<file path="src/rtl/monitor_pkg.sv">
// Shared types and constants for the run monitor: FSM state encoding,
// dump beat kinds and the cycle counter helper.
package monitor_pkg;

    typedef enum logic [2:0] {
        ST_IDLE     = 3'd0,
        ST_RUN      = 3'd1,
        ST_SNAP     = 3'd2,
        ST_DUMP_REG = 3'd3,
        ST_MEM_RD   = 3'd4,
        ST_MEM_WAIT = 3'd5,
        ST_DUMP_MEM = 3'd6,
        ST_DONE     = 3'd7
    } mon_state_t;

    // Beat kind carried on dump_is_mem.
    localparam logic KIND_REG = 1'b0;
    localparam logic KIND_MEM = 1'b1;

    localparam int unsigned CYCLE_W = 32;

    // Increment that sticks at all-ones instead of wrapping.
    function automatic logic [CYCLE_W-1:0] sat_inc(input logic [CYCLE_W-1:0] v);
        return (&v) ? v : v + 32'd1;
    endfunction

endpackage

</file>
<file path="src/rtl/run_monitor_dump_stage.sv">
// Single-entry valid/ready output register for dump beats. A beat is
// loaded only when the stage is empty or draining in the same cycle, and
// is held unchanged while the sink stalls.
module dump_stage
    import monitor_pkg::*;
#(
    parameter int unsigned DATA_W = 8,
    parameter int unsigned ADDR_W = 8
) (
    input  logic              clk,
    input  logic              reset,
    input  logic              load,
    input  logic [DATA_W-1:0] in_data,
    input  logic [ADDR_W-1:0] in_index,
    input  logic              in_kind,
    input  logic              in_last,
    input  logic              ready,
    output logic              valid,
    output logic [DATA_W-1:0] data,
    output logic [ADDR_W-1:0] index,
    output logic              kind,
    output logic              last,
    output logic              fire
);

    logic              valid_q, valid_d;
    logic [DATA_W-1:0] data_q, data_d;
    logic [ADDR_W-1:0] index_q, index_d;
    logic              kind_q, kind_d;
    logic              last_q, last_d;

    assign fire  = valid_q && ready;
    assign valid = valid_q;
    assign data  = data_q;
    assign index = index_q;
    assign kind  = kind_q;
    assign last  = last_q;

    // Next beat: a load wins, otherwise a transfer empties the stage.
    always_comb begin
        // NOTE: every signal gets a default first so no path leaves it unassigned and infers a latch.
        valid_d = valid_q;
        data_d  = data_q;
        index_d = index_q;
        kind_d  = kind_q;
        last_d  = last_q;
        if (load) begin
            valid_d = 1'b1;
            data_d  = in_data;
            index_d = in_index;
            kind_d  = in_kind;
            last_d  = in_last;
        end else if (fire) begin
            valid_d = 1'b0;
        end
    end

    // Beat register with synchronous reset.
    always_ff @(posedge clk) begin
        // NOTE: state uses non-blocking assignments so every flop samples pre-edge values.
        if (reset) begin
            valid_q <= 1'b0;
            data_q  <= '0;
            index_q <= '0;
            kind_q  <= KIND_REG;
            last_q  <= 1'b0;
        end else begin
            valid_q <= valid_d;
            data_q  <= data_d;
            index_q <= index_d;
            kind_q  <= kind_d;
            last_q  <= last_d;
        end
    end

endmodule

</file>
<file path="src/rtl/run_monitor.sv">
// Run-control and post-mortem dump unit. Gates a run, counts RUN cycles,
// stops on CPU halt or watchdog expiry, snapshots the register file and
// streams registers followed by a RAM window over a valid/ready port.
module run_monitor
    import monitor_pkg::*;
#(
    parameter int unsigned DATA_W         = 8,
    parameter int unsigned ADDR_W         = 8,
    parameter int unsigned NUM_REGS       = 8,
    parameter int unsigned TIMEOUT_CYCLES = 140,
    parameter int unsigned DUMP_BASE      = 0,
    parameter int unsigned DUMP_LEN       = 1
) (
    input  logic                         clk,
    input  logic                         reset,
    input  logic                         start,
    input  logic                         halted,
    input  logic [NUM_REGS*DATA_W-1:0]   regs_flat,
    output logic                         mem_rd,
    output logic [ADDR_W-1:0]            mem_addr,
    input  logic [DATA_W-1:0]            mem_data,
    output logic                         dump_valid,
    input  logic                         dump_ready,
    output logic [DATA_W-1:0]            dump_data,
    output logic                         dump_is_mem,
    output logic [ADDR_W-1:0]            dump_index,
    output logic                         dump_last,
    output logic                         running,
    output logic                         done,
    output logic                         timed_out,
    output logic [31:0]                  cycle_count
);

    localparam int unsigned REG_IDX_W = (NUM_REGS > 1) ? $clog2(NUM_REGS) : 1;
    localparam logic [REG_IDX_W-1:0] LAST_REG  = REG_IDX_W'(NUM_REGS - 1);
    localparam logic [31:0]          TIMEOUT_L = 32'(TIMEOUT_CYCLES);
    localparam logic [31:0]          LEN_L     = 32'(DUMP_LEN);
    localparam logic [ADDR_W-1:0]    BASE_L    = ADDR_W'(DUMP_BASE);

    mon_state_t                  state_q, state_d;
    logic [31:0]                 cycle_count_q, cycle_count_d;
    logic                        timed_out_q, timed_out_d;
    logic                        running_q, running_d;
    logic                        done_q, done_d;
    logic                        mem_rd_q, mem_rd_d;
    logic [ADDR_W-1:0]           mem_addr_q, mem_addr_d;
    logic [REG_IDX_W-1:0]        reg_idx_q, reg_idx_d;
    logic [31:0]                 mem_cnt_q, mem_cnt_d;
    logic [NUM_REGS*DATA_W-1:0]  snapshot_q, snapshot_d;

    logic [REG_IDX_W-1:0]        next_idx;
    logic [31:0]                 mem_next;

    logic                        stage_load;
    logic [DATA_W-1:0]           stage_data;
    logic [ADDR_W-1:0]           stage_index;
    logic                        stage_kind;
    logic                        stage_last;
    logic                        stage_fire;

    dump_stage #(
        .DATA_W (DATA_W),
        .ADDR_W (ADDR_W)
    ) u_dump_stage (
        .clk      (clk),
        .reset    (reset),
        .load     (stage_load),
        .in_data  (stage_data),
        .in_index (stage_index),
        .in_kind  (stage_kind),
        .in_last  (stage_last),
        .ready    (dump_ready),
        .valid    (dump_valid),
        .data     (dump_data),
        .index    (dump_index),
        .kind     (dump_is_mem),
        .last     (dump_last),
        .fire     (stage_fire)
    );

    assign mem_rd      = mem_rd_q;
    assign mem_addr    = mem_addr_q;
    assign running     = running_q;
    assign done        = done_q;
    assign timed_out   = timed_out_q;
    assign cycle_count = cycle_count_q;

    // Sequencing: run gating, stop detection, snapshot and beat generation.
    always_comb begin
        state_d       = state_q;
        cycle_count_d = cycle_count_q;
        timed_out_d   = timed_out_q;
        mem_addr_d    = mem_addr_q;
        reg_idx_d     = reg_idx_q;
        mem_cnt_d     = mem_cnt_q;
        snapshot_d    = snapshot_q;
        next_idx      = reg_idx_q + 1'b1;
        mem_next      = mem_cnt_q + 32'd1;
        stage_load    = 1'b0;
        stage_data    = '0;
        stage_index   = '0;
        stage_kind    = KIND_REG;
        stage_last    = 1'b0;

        case (state_q)
            ST_IDLE, ST_DONE: begin
                if (start) begin
                    state_d       = ST_RUN;
                    cycle_count_d = '0;
                    timed_out_d   = 1'b0;
                end
            end
            ST_RUN: begin
                // A halt takes priority over a watchdog expiry in the same cycle.
                if (halted) begin
                    state_d = ST_SNAP;
                end else begin
                    cycle_count_d = sat_inc(cycle_count_q);
                    if ((TIMEOUT_L != 32'd0) && (cycle_count_d == TIMEOUT_L)) begin
                        state_d     = ST_SNAP;
                        timed_out_d = 1'b1;
                    end
                end
            end
            ST_SNAP: begin
                // Register 0 goes straight from the live file so the first
                // beat is valid on DUMP_REG entry; the rest come from the snapshot.
                snapshot_d  = regs_flat;
                reg_idx_d   = '0;
                mem_cnt_d   = '0;
                state_d     = ST_DUMP_REG;
                stage_load  = 1'b1;
                stage_data  = regs_flat[0 +: DATA_W];
                stage_last  = (LEN_L == 32'd0) && (NUM_REGS == 1);
            end
            ST_DUMP_REG: begin
                if (stage_fire) begin
                    if (reg_idx_q == LAST_REG) begin
                        if (LEN_L != 32'd0) begin
                            state_d    = ST_MEM_RD;
                            mem_addr_d = BASE_L;
                        end else begin
                            state_d = ST_DONE;
                        end
                    end else begin
                        reg_idx_d   = next_idx;
                        stage_load  = 1'b1;
                        stage_data  = snapshot_q[next_idx*DATA_W +: DATA_W];
                        stage_index = ADDR_W'(next_idx);
                        stage_last  = (LEN_L == 32'd0) && (next_idx == LAST_REG);
                    end
                end
            end
            ST_MEM_RD: begin
                state_d = ST_MEM_WAIT;
            end
            ST_MEM_WAIT: begin
                stage_load  = 1'b1;
                stage_data  = mem_data;
                stage_index = mem_addr_q;
                stage_kind  = KIND_MEM;
                stage_last  = (mem_next == LEN_L);
                state_d     = ST_DUMP_MEM;
            end
            ST_DUMP_MEM: begin
                if (stage_fire) begin
                    if (mem_next < LEN_L) begin
                        mem_cnt_d  = mem_next;
                        mem_addr_d = BASE_L + ADDR_W'(mem_next);
                        state_d    = ST_MEM_RD;
                    end else begin
                        state_d = ST_DONE;
                    end
                end
            end
            default: state_d = ST_IDLE;
        endcase

        running_d = (state_d == ST_RUN);
        done_d    = (state_d == ST_DONE);
        mem_rd_d  = (state_d == ST_MEM_RD);
    end

    // Control state and registered outputs, cleared by synchronous reset.
    always_ff @(posedge clk) begin
        if (reset) begin
            state_q       <= ST_IDLE;
            cycle_count_q <= '0;
            timed_out_q   <= 1'b0;
            running_q     <= 1'b0;
            done_q        <= 1'b0;
            mem_rd_q      <= 1'b0;
            mem_addr_q    <= '0;
            reg_idx_q     <= '0;
            mem_cnt_q     <= '0;
        end else begin
            state_q       <= state_d;
            cycle_count_q <= cycle_count_d;
            timed_out_q   <= timed_out_d;
            running_q     <= running_d;
            done_q        <= done_d;
            mem_rd_q      <= mem_rd_d;
            mem_addr_q    <= mem_addr_d;
            reg_idx_q     <= reg_idx_d;
            mem_cnt_q     <= mem_cnt_d;
        end
    end

    // Register snapshot storage.
    always_ff @(posedge clk) begin
        // NOTE: snapshot is plain storage, always written in SNAP before it is read, so it carries no reset.
        snapshot_q <= snapshot_d;
    end

endmodule

</file>
<file path="config.mk">
export PLATFORM = sky130hd
export DESIGN_NAME = run_monitor
export DESIGN_NICKNAME = d
export VERILOG_FILES = /design/src/rtl/monitor_pkg.sv /design/src/rtl/run_monitor_dump_stage.sv /design/src/rtl/run_monitor.sv
export SDC_FILE = /design/constraint.sdc
export NUM_CORES = 1
export LEC_CHECK = 0
export BUFFER_PORTS_ARGS = -buffer_cell sky130_fd_sc_hd__buf_2
export CORE_MARGIN = 4
export CORE_UTILIZATION = 56
export DETAILED_ROUTE_END_ITERATION = 6
export MAX_ROUTING_LAYER = met4
export PLACE_DENSITY = 0.8
export SLEW_MARGIN = 20
export SYNTH_ARGS = -nofsm -noshare
export SYNTH_HDL_FRONTEND = slang
export SYNTH_HIERARCHICAL = 1
export SYNTH_SLANG_ARGS = --single-unit
</file>
<file path="constraint.sdc">
create_clock -name clk -period 4.1 [get_ports clk]
set_input_delay 0.205 -clock clk [delete_from_list [all_inputs] [get_ports clk]]
set_output_delay 0.205 -clock clk [all_outputs]
set_load 0.01 [all_outputs]
</file>
==> results.txt, run 1 <==
number of H-tree levels: 4
logic gate share of total power: 6.0%
highest metal used: met4
maximum number of pins on one net before global-route repair: 76
clock slew at reported path FFs: 0.08 ns
standard cell core area: 14,000 um^2
post-route worst setup slack: 0.343 ns
data arrival time of the critical path: 4.12 ns
wire length of the first global-routing pass: 38,400 um
via count: 7,358
class of the most critical hold timing path: input port to flip-flop
total die area: 16,500 um^2
worst hold slack after final layout: 0.0680 ns
most repeated library cell on the critical path: or4_4
Sw Ratio: 24.0%
TritonCTS clock tree: built
synthesized area divided by synthesized cell count: 10.2 um^2
Yosys warning total: 6
routed len/inst: 20.6 um
hpwl dp: 14,500 um
final core utilization: 72.5%
number of enable-type register cells in the synthesized netlist: 64
number of remaining DRC errors: 0
ordered cell list for the critical path: ha_1 -> nand3_4 -> or4_4 -> nor4b_1 -> xor2_1 -> or4_1 -> or4_4 -> a221oi_4 -> and3_1
startpoint type of the worst setup path: flip-flop
worst-case headroom to the max-slew limit: 35.6%
library cell occupying the most area in the post-synthesis netlist: dfxtp_1
Post-Syn Nets: 875
Peak supply drop: 0.000270 V
die extent in y: 128 um
CTS resizes: 0
count of antenna-violating nets left after detailed routing: 0
fraction of the yosys area taken by sequential cells: 48.6%
Leakage: 3.81 nW
number of cells produced by synthesis: 792
clock share of power: 45.1%
Internal Dissipation: 2.71 mW
instance count after placement with tap cells included: 1,080
Post-Syn Area: 8110 um^2
all-layer global routing usage: 30.8%
crit end category: flip-flop
met1 wire length: 10,100 um
hold buffer count at CTS: 64
fillcell total: 940
Slew @ Worst Pin: 0.967 ns
routability-driven placement congestion ratio: 0.974
most frequently used flop master after synthesis: dfxtp_1
number of sinks on the clock net: 165
share of Yosys cell area claimed by the top area cell type: 24.9%
instance area at placement: 8950 um^2
Hold Violations, Final: 0
synthesis-to-layout area growth: 25.4%
maximum clock skew at final layout: 0.0189 ns
sum of negative setup slack: 0 ns
RSZ-0062 raised after global routing: no
mean number of vias per cell: 6.25
I/O Buffers: 139
Post-CTS Setup Repair Bufs: 0
Final min period: 3.76 ns
initial antenna violation count: 0
worst setup timing slack at the placement stage: 0.394 ns
cell area power density: 350 nW/um^2
max incr delay on CP: 0.58 ns
Cell variety after synth: 74
horizontal extent of the die: 128 um
starting density of the core: 57.8%
final count of pins violating max slew: 0
number of storage elements in the synthesis netlist: 165
insertion delay to the later sink of the worst-skew pair: 0.43 ns
Nets: 1,066
cts bufs inserted: 17
outcome: completed
Data required, critical path: 4.46 ns
Design Power: 3.57 mW
buffer depth of the longest clock path: 2
buffer cell driving the clock tree root: clkbuf_16
aggregate global routing overflow: 0
Cell Count, Final, Fillers Out: 1,177
number of global-route vias before repair: 7,062
length of routed met2 wiring: 11,200 um
Net Sw Power: 0.857 mW
Setup Crit Path Kind: flip-flop to flip-flop
Finished Cell Area: 10,200 um^2
ports placed on the boundary: 140
Slowest cell on crit path: or4_4
number of design-rule violations left by the first detailed-router iteration: 747
number of failing setup endpoints in the final timing report: 0
maxcap violations: 0
std cell rows: 43
ys async rst share: 0%
Detailed Routing Iterations Pass 1: 5
met3 wire length: 2250 um
Post-Route WL: 24,300 um
max frequency: 0.266 GHz
fraction of layout cells with a size suffix above 1: 22.6%
Reg power frac: 48.9%
Final period util: 91.6%
largest driver fanout on the critical path: 9
cells taking the most area after synthesis: dfxtp_1 25%, edfxtp_1 24%, mux4_2 4.4%
==> final cells by class <==
class / count / area [um^2] / share of cell area, %
multi-input cells: 570 / 3920 / 38.5
well taps: 180 / 225 / 2.21
clock buffers: 20 / 447 / 4.39
diodes: 1 / 2.50 / 0.0246
clock inverters: 12 / 136 / 1.34
repair buffers: 221 / 1470 / 14.5
inverters: 8 / 30.0 / 0.295
flip-flops and latches: 165 / 3940 / 38.8
==> critical path, delay by kind of cell (launching register included) <==
kind	cells	cell delay [ns]
adder cells (fa/ha/maj)	1	0.34
flip-flops	1	0.46
XOR/XNOR	1	0.14
AND/OR/NAND/NOR	6	2.40
AO/OA/AOI/OAI	1	0.35
==> logic make-up after synthesis <==
group | count (synthesis) | synth area share (%)
DFF | 165 | 48.6
AOI/OAI and AO/OA | 152 | 12.7
buffers and inverters | 57 | 3.19
xor gates and xnor gates | 19 | 2.05
and+or+nand+nor | 349 | 24.6
adders and majority gates | 6 | 0.925
muxes | 44 | 7.90
==> per-layer routing <==
| metal | GRT usage, % | up-vias |
|---|---|---|
| met5 | - | - |
| met4 | 12.0 | 0 |
| met3 | 7.97 | 67 |
| met2 | 47.0 | 426 |
| met1 | 39.4 | 3467 |
| li1 | - | 3398 |
==> flip-flops by register name, indices dropped and copies added, names as in the netlist <==
register            cells
mem_cnt_q              32
state_q                 3
cycle_count            32
u_dump_stage/valid      1
running                 1
u_dump_stage/kind       1
mem_addr                8
timed_out               1
snapshot_q             64
mem_rd                  1
done                    1
reg_idx_q               3
u_dump_stage/index      8
u_dump_stage/last       1
u_dump_stage/data       8
==> path summary, 6_finish.rpt <==
path / cells past startpoint / start / slack, ns / endpoint
worst min register to register: 1 / mem_cnt_q[31] / 0.49 / mem_cnt_q[31]
worst max register to register: 9 / cycle_count[0] / 0.34 / mem_rd
worst max-delay path: 9 / cycle_count[0] / 0.34 / mem_rd
worst min-delay path: 3 / dump_ready / 0.07 / u_dump_stage/valid
==> Yosys cell counts (5+ instances only) <==
library cell / count
o21ai_0: 29
inv_1: 7
nor3_1: 25
nand4_1: 25
and3_1: 11
ha_1: 6
a31oi_1: 11
nor2_1: 66
nor4_1: 14
and2_1: 44
nand2_1: 51
or3_1: 12
a211oi_1: 8
nor2b_1: 5
buf_2: 11
a311oi_1: 11
dfxtp_1: 101
and4_1: 10
a21oi_1: 36
mux2i_1: 28
clkbuf_1: 32
nor3b_1: 10
a22oi_1: 13
mux4_2: 16
xnor2_1: 9
nand3_1: 37
edfxtp_1: 64
xor2_1: 10
==> placed cells by master (no fill, tap or decap), types with 4 or more instances in the layout <==
master | netlist | layout
ha_1 | 6 | 6
and3_1 | 11 | 11
buf_4 | 2 | 18
dfxtp_1 | 101 | 101
or3_1 | 12 | 12
or4_1 | 4 | 4
inv_6 | 0 | 7
inv_1 | 7 | 7
nor2b_1 | 5 | 4
o31a_1 | 4 | 4
clkbuf_16 | 0 | 17
nand2b_1 | 4 | 4
nand4_1 | 25 | 25
and2_1 | 44 | 44
nor3_1 | 25 | 25
a22oi_1 | 13 | 13
nand3_1 | 37 | 37
nor4_1 | 14 | 14
nand3b_1 | 4 | 4
a311oi_1 | 11 | 11
a21oi_1 | 36 | 36
xor2_1 | 10 | 10
nor2_1 | 66 | 66
dlygate4sd3_1 | 0 | 64
a31oi_1 | 11 | 11
nor4b_1 | 4 | 4
o21ai_0 | 29 | 29
nand4_2 | 4 | 4
mux4_2 | 16 | 16
nor3b_1 | 10 | 10
a21o_1 | 4 | 4
and4_1 | 10 | 10
a211oi_1 | 8 | 8
buf_2 | 11 | 139
edfxtp_1 | 64 | 64
xnor2_1 | 9 | 9
o21a_1 | 4 | 4
mux2i_1 | 28 | 28
nand2_1 | 51 | 51
==> power groups by stage <==
| stage | Clock (mW) | Combinational, mW | Sequential, mW |
|---|---|---|---|
| final | 1.61 | 0.215 | 1.74 |
| after global routing | 1.70 | 0.229 | 1.74 |
| after CTS | 1.60 | 0.202 | 1.74 |
| after detailed placement | 0 | 0.154 | 1.78 |
| after global placement | 0 | 0.151 | 1.78 |
| after floorplan | 0 | 0.0879 | 1.77 |
Note: power is estimated with default switching activity, not from simulation.
==> run 2: changes to the inputs <==
--- a/config.mk
+++ b/config.mk
@@ -5,9 +5,10 @@
 export SDC_FILE = /design/constraint.sdc
 export NUM_CORES = 1
 export LEC_CHECK = 0
+export ABC_AREA = 1
 export BUFFER_PORTS_ARGS = -buffer_cell sky130_fd_sc_hd__buf_2
 export CORE_MARGIN = 4
-export CORE_UTILIZATION = 56
+export CORE_UTILIZATION = 57
 export DETAILED_ROUTE_END_ITERATION = 6
 export MAX_ROUTING_LAYER = met4
 export PLACE_DENSITY = 0.8
==> constraint.sdc (replaced) <==
create_clock -name clk -period 4.1 [get_ports clk]
set_input_delay 0.205 -clock clk [delete_from_list [all_inputs] [get_ports clk]]
set_output_delay 0.205 -clock clk [all_outputs]
set_load 0.02 [all_outputs]
==> run 2 against run 1 <==
Effect of this change:
- global-route usage is 0.57 points lower
- hold slack worse by 0.017 ns
- clock skew is 0.0053 ns lower
- final cell count is 33% higher
==> results.txt, run 2 <==
cts bufs inserted: 17 (unchanged)
logic gate share of total power: 22.7% (+17 points)
Cell Count, Final, Fillers Out: 1,561 (+33%)
buffer cell driving the clock tree root: clkbuf_16
register-to-register path setup slack: 0.87 ns (+0.53 ns)
hold path startpoint: dump_ready
hpwl dp: 16,700 um (+15%)
fraction of the yosys area taken by sequential cells: 45.2% (-3.4 points)
Hold Violations, Final: 0 (unchanged)
met1 Resource Use GR: 38.3% (-1.1 points)
end point of the worst hold path: u_dump_stage/valid
Slowest cell on crit path: dfxtp_1
Post-Syn Area: 8730 um^2 (+7.6%)
ys async rst share: 0% (unchanged)
instance count after placement with tap cells included: 1,462 (+35%)
synthesis-to-layout area growth: 22.4%
Top delay family on crit path: simple AND/OR/NAND/NOR gates
wire length of the first global-routing pass: 40,900 um (+6.4%)
starting density of the core: 59.2% (+1.4 points)
GR Util met3: 5.46% (-2.5 points)
ordered cell list for the critical path: ha_1 -> inv_1 -> nor2_2 -> nand2_1 -> nor2_2 -> nand2_2 -> buf_4 -> inv_1 -> nand2_1 -> nand2_1 -> nor2_1 -> nand4_1 -> nor2_1 -> nand2_1 -> nand2_1 -> nand2_1 -> nand3_1 -> nand2_1 -> inv_1
routed len/inst: 16.5 um (-20%)
max frequency: 0.310 GHz (+16%)
Post-Syn Nets: 1,254 (+43%)
most frequently used flop master after synthesis: dfxtp_1
clock share of power: 33.3% (-12 points)
crit end category: flip-flop
TritonCTS clock tree: built
die extent in y: 132 um (+2.6%)
aggregate global routing overflow: 0 (unchanged)
number of enable-type register cells in the synthesized netlist: 64 (unchanged)
critical path depth: 19 (+10)
Internal Dissipation: 3.07 mW (+14%)
all-layer global routing usage: 30.2% (-0.57 points)
most instantiated library cell after synthesis: nand2_1
initial antenna violation count: 2 (+2)
fillcell total: 1,175 (+25%)
final count of pins violating max slew: 0 (unchanged)
number of remaining DRC errors: 0 (unchanged)
instance area at placement: 9490 um^2 (+6.0%)
Finished Cell Area: 10,700 um^2 (+5.0%)
Worst R2R Start: cycle_count[0]
Final min period: 3.23 ns (-0.529 ns)
Post-Route WL: 25,700 um (+5.9%)
number of failing setup endpoints in the final timing report: 0 (unchanged)
leading cell type in the layout, fill and taps excluded: nand2_1
maximum clock skew at final layout: 0.0136 ns (-0.00532 ns)
commonest cells after routing, fill and taps aside: 364 x nand2_1, 181 x nor2_1, 139 x buf_2, 101 x dfxtp_1, 96 x inv_1
number of flip-flops under the largest register name: 64 (unchanged)
worst setup timing slack at the placement stage: 0.969 ns (+0.575 ns)
most repeated library cell on the critical path: nand2_1
number of storage elements in the synthesis netlist: 165 (unchanged)
cells taking the most area after synthesis: dfxtp_1 23%, edfxtp_1 22%, nand2_1 16%
startpoint type of the worst setup path: flip-flop
ports placed on the boundary: 140 (unchanged)
I/O Buffers: 139 (unchanged)
count of antenna-violating nets left after detailed routing: 0 (unchanged)
Setup Crit Path Kind: flip-flop to flip-flop
fraction of layout cells with a size suffix above 1: 17.4% (-5.2 points)
most numerous cell types in the synthesized netlist: 364 x nand2_1, 184 x nor2_1, 101 x dfxtp_1
Reg power frac: 44.1% (-4.8 points)
buffer depth of the longest clock path: 2 (unchanged)
insertion delay to the later sink of the worst-skew pair: 0.45 ns (+0.02 ns)
Leakage: 4.54 nW (+19%)
CTS resizes: 0 (unchanged)
data arrival time of the critical path: 3.56 ns (-0.56 ns)
Peak supply drop: 0.000344 V (+27%)
met2 Track Usage GR: 48.0% (+1.0 points)
Final period util: 78.7% (-13 points)
CP bufs+invs: 4 (+4)
number of cells produced by synthesis: 1,171 (+48%)
number of global-route vias before repair: 8,000 (+13%)
layer with the highest usage after global routing: met2
final core utilization: 72.4% (about the same)
cell area power density: 430 nW/um^2 (+23%)
class of the most critical hold timing path: input port to flip-flop
hold buffer count at CTS: 64 (unchanged)
number of sinks on the clock net: 165 (unchanged)
horizontal extent of the die: 132 um (+2.6%)
outcome: completed
library cell occupying the most area in the post-synthesis netlist: dfxtp_1
total die area: 17,400 um^2 (+5.4%)
via count: 8,685 (+18%)
Yosys warning total: 6 (unchanged)
maximum number of pins on one net before global-route repair: 76 (unchanged)
worst hold slack after final layout: 0.0506 ns (-0.0174 ns)
Data required, critical path: 4.44 ns (-0.02 ns)
most flop-heavy register: snapshot_q
Post-CTS Setup Repair Bufs: 0 (unchanged)
largest driver fanout on the critical path: 27 (+18)
post-route worst setup slack: 0.872 ns (+0.529 ns)
Nets: 1,444 (+35%)
max incr delay on CP: 0.50 ns (-0.08 ns)
number of H-tree levels: 4 (unchanged)
synthesized area divided by synthesized cell count: 7.46 um^2 (-27%)
end of the worst register-to-register path: state_q[1]
Sw Ratio: 33.1% (+9.0 points)
mean number of vias per cell: 5.56 (-11%)
maxcap violations: 0 (unchanged)
routability-driven placement congestion ratio: 1.01 (+3.6%)
number of cell instances on the worst register-to-register path: 19 (+10)
Design Power: 4.59 mW (+29%)
clock slew at reported path FFs: 0.07 ns (about the same)
worst-case headroom to the max-slew limit: 27.7% (-7.8 points)
Slew @ Worst Pin: 1.08 ns (+0.116 ns)
Cell variety after synth: 44 (-41%)
Net Sw Power: 1.52 mW (+77%)
share of Yosys cell area claimed by the top area cell type: 23.2% (-1.8 points)
standard cell core area: 14,800 um^2 (+5.1%)
RSZ-0062 raised after global routing: no
instance count along the most critical hold path: 4 (+1)
std cell rows: 44 (+2.3%)
sum of negative setup slack: 0 ns (unchanged)
number of design-rule violations left by the first detailed-router iteration: 783 (+4.8%)
Detailed Routing Iterations Pass 1: 6 (+1)
[run 2: layout make-up]
class / instances / area [um^2] / share of cell area (%)
Timing Repair Buffer: 211 / 1400 / 13.1
Antenna cell: 3 / 7.51 / 0.0702
Inverter: 100 / 383 / 3.58
Clock inverter: 12 / 92.6 / 0.866
Clock buffer: 20 / 457 / 4.27
Multi-Input combinational cell: 866 / 4180 / 39.1
Tap cell: 184 / 230 / 2.15
Sequential cell: 165 / 3940 / 36.9
[run 2: worst reg2reg max path, cell delays in order (launching register included)]
cell and delay [ns]:
dfxtp_1 0.50, ha_1 0.36, inv_1 0.08, nor2_2 0.20
nand2_1 0.11, nor2_2 0.21, nand2_2 0.06, buf_4 0.22
inv_1 0.51, nand2_1 0.10, nand2_1 0.10, nor2_1 0.05
nand4_1 0.07, nor2_1 0.04, nand2_1 0.11, nand2_1 0.06
nand2_1 0.09, nand3_1 0.10, nand2_1 0.08, inv_1 0.04
[run 2: power groups by stage]
stage                     registers, mW  clock network (mW)  logic (mW)
after global routing               2.04                1.61        1.14
after CTS                          2.02                1.52        1.02
after detailed placement           2.05                   0       0.963
after global placement             2.04                   0       0.946
after floorplan                    2.09                   0       0.677
final                              2.02                1.53        1.04
[run 2: layer usage]
metal  vias up  part of all wire, %
met5         -                    0
met4         0                  3.6
met3        72                  7.2
met2       418                   48
met1      3981                   41
li1       4214                    -
[run 2: how the worst max path moves through the flow]
stage	startpoint	endpoint	slack, ns
after global routing	cycle_count[0]	state_q[1]	0.54
final	cycle_count[0]	state_q[1]	0.87
after floorplan	state_q[1]	u_dump_stage/data[0]	0.74
after CTS	cycle_count[0]	state_q[1]	0.94
after detailed placement	cycle_count[0]	state_q[1]	0.97
after global placement	cycle_count[0]	state_q[1]	1.07
[run 2: cells by family (layout without fill, tap and decap cells)]
group,count (synthesis),count (layout),share of synthesized area [%]
buf+inv,140,343,7.21
simple gates,661,661,32.2
other cells,0,3,0
xor+xnor,16,16,1.60
fa+ha+maj,6,6,0.860
compound gates,183,183,13.0
flops,165,165,45.2
==> run 3: changes to the inputs <==
==> constraint.sdc (replaced) <==
create_clock -name clk -period 3 [get_ports clk]
set_input_delay 0.15 -clock clk [delete_from_list [all_inputs] [get_ports clk]]
set_output_delay 0.15 -clock clk [all_outputs]
set_load 0.02 [all_outputs]
==> run 3 against run 2 <==
Effect of this change:
- routed wire length rose by 1.1%
- count of clock-buffer cells in the layout fell by 3
- largest power group unchanged
- flip-flop and latch count unchanged
- largest cell class unchanged
==> results.txt, run 3 (synthesis gave the netlist of run 2 again) <==
buffer depth of the longest clock path: 2 (unchanged)
final core utilization: 73.9% (+1.4 points)
Post-Route WL: 26,000 um (+1.1%)
instance count after placement with tap cells included: 1,469 (+0.48%)
starting density of the core: 59.2% (unchanged)
mean number of vias per cell: 5.62 (+0.99%)
routability-driven placement congestion ratio: 0.978 (-3.1%)
max frequency: 0.350 GHz (+13%)
number of remaining DRC errors: 0 (unchanged)
std cell rows: 44 (unchanged)
ports placed on the boundary: 140 (unchanged)
standard cell core area: 14,800 um^2 (unchanged)
via count: 8,838 (+1.8%)
Hold Violations, Final: 0 (unchanged)
largest driver fanout on the critical path: 11 (-59%)
startpoint type of the worst setup path: flip-flop
cts bufs inserted: 17 (unchanged)
Leakage: 4.63 nW (+1.9%)
routed len/inst: 16.5 um (+0.37%)
fraction of layout cells with a size suffix above 1: 18.3% (+0.91 points)
most flop-heavy register: snapshot_q
count of antenna-violating nets left after detailed routing: 0 (unchanged)
outcome: completed
number of sinks on the clock net: 165 (unchanged)
all-layer global routing usage: 30.3% (+0.14 points)
commonest cells after routing, fill and taps aside: 363 x nand2_1, 181 x nor2_1, 139 x buf_2, 101 x dfxtp_1, 94 x inv_1
fillcell total: 1,170 (-0.43%)
class of the most critical hold timing path: input port to flip-flop
aggregate global routing overflow: 0 (unchanged)
number of cell instances on the worst register-to-register path: 16 (-3)
Nets: 1,458 (+0.97%)
total die area: 17,400 um^2 (unchanged)
met1 Resource Use GR: 38.4% (+0.066 points)
Data required, critical path: 3.33 ns (-1.11 ns)
maximum number of pins on one net before global-route repair: 76 (unchanged)
synthesis-to-layout area growth: 24.8%
wire length of the first global-routing pass: 41,100 um (+0.45%)
insertion delay to the later sink of the worst-skew pair: 0.44 ns (about the same)
number of H-tree levels: 4 (unchanged)
crit end category: flip-flop
instance count along the most critical hold path: 4 (unchanged)
data arrival time of the critical path: 3.19 ns (-0.37 ns)
met2 Track Usage GR: 47.7% (-0.37 points)
Cell Count, Final, Fillers Out: 1,573 (+0.77%)
horizontal extent of the die: 132 um (unchanged)
die extent in y: 132 um (unchanged)
layer with the highest usage after global routing: met2
Peak supply drop: 0.000445 V (+29%)
I/O Buffers: 139 (unchanged)
number of global-route vias before repair: 8,169 (+2.1%)
buffer cell driving the clock tree root: clkbuf_16
number of design-rule violations left by the first detailed-router iteration: 880 (+12%)
clock slew at reported path FFs: 0.07 ns (about the same)
sum of negative setup slack: 0 ns (unchanged)
initial antenna violation count: 1 (-1)
GR Util met3: 6.53% (+1.1 points)
Final period util: 95.3% (+17 points)
leading cell type in the layout, fill and taps excluded: nand2_1
worst-case headroom to the max-slew limit: 65.8% (+38 points)
final count of pins violating max slew: 0 (unchanged)
maximum clock skew at final layout: 0.0129 ns (-0.000676 ns)
number of failing setup endpoints in the final timing report: 0 (unchanged)
Slew @ Worst Pin: 0.513 ns (-0.570 ns)
number of flip-flops under the largest register name: 64 (unchanged)
cell area power density: 592 nW/um^2 (+38%)
Detailed Routing Iterations Pass 1: 5 (-1)
hpwl dp: 16,600 um (-0.64%)
maxcap violations: 0 (unchanged)
TritonCTS clock tree: built
Setup Crit Path Kind: flip-flop to flip-flop
Final min period: 2.86 ns (-0.368 ns)
==> run 3: cell count changes in the layout (fill, tap and decap cells not counted), sizes merged <==
| cell | delta |
|---|---|
| buf | +12 |
| bufinv | +1 |
| clkbuf | -3 |
| clkinv | +5 |
| clkinvlp | +1 |
| diode | -2 |
| dlygate4sd3 | +2 |
| inv | -4 |
==> run 3: routing by layer <==
layer  vias to the layer above  routed length [um]
met1                      4019               10600
met2                       459               12300
met4                         0                1120
li1                       4249                   -
met3                       111                2020
met5                         -                   0
==> run 3: area by class of cell <==
cell class	instances	area (um^2)	area share (%)
Multi-Input combinational cell	866	4190	38.4
Timing Repair Buffer	225	1560	14.3
Antenna cell	1	2.50	0.0230
Tap cell	184	230	2.11
Clock inverter	15	166	1.53
Clock buffer	17	425	3.90
Inverter	100	387	3.55
Sequential cell	165	3940	36.2
==> run 3: where the power goes <==
part | internal, mW | leakage (nW) | switching (mW)
sequential | 2.61 | 1.40 | 0.153
clock | 1.18 | 0.291 | 1.03
combinational | 0.506 | 2.93 | 0.970
==> run 3: critical path, cell delays in order (launching register included) <==
cell and delay (ns):
dfxtp_1 0.42, ha_2 0.31, inv_1 0.07, nor2_2 0.22
nand2_1 0.16, nor2_4 0.22, nand2_2 0.20, o21ai_0 0.19
nand4_1 0.15, nor2_1 0.16, nand2_1 0.07, nor2_1 0.10
nand2_1 0.12, nand2_1 0.09, nand4_1 0.11, nand2_1 0.11
nor2_1 0.05
==> run 3: path summary, 6_finish.rpt <==
kind	endpoint	slack [ns]	start
setup / recovery	running	0.14	cycle_count[1]
hold / removal	cycle_count[23]	0.09	halted
setup reg to reg	running	0.14	cycle_count[1]
hold reg to reg	mem_addr[7]	0.47	mem_addr[7]
==> run 3: per-stage QoR <==
step	total power, mW	hold slack (ns)	cell area [um^2]	setup WS [ns]
floorplan	3.77	0.212	8730	0.593
global placement	4.11	0.327	9560	-0.0161
detailed placement	4.14	0.328	9560	-0.0750
CTS	6.41	0.0736	10800	0.00949
global route	6.72	0.136	10900	-0.0602
finish	6.45	0.0901	10900	0.140
==> run 3: what timing repair did <==
action / in CTS / in global routing
gates resized for setup: 1 / 4
endpoints found under the hold margin: 66 / 0
hold buffers: 66 / 0
setup endpoints to repair: 7 / 6
pin swaps: 1 / 0
setup buffers: 2 / 3
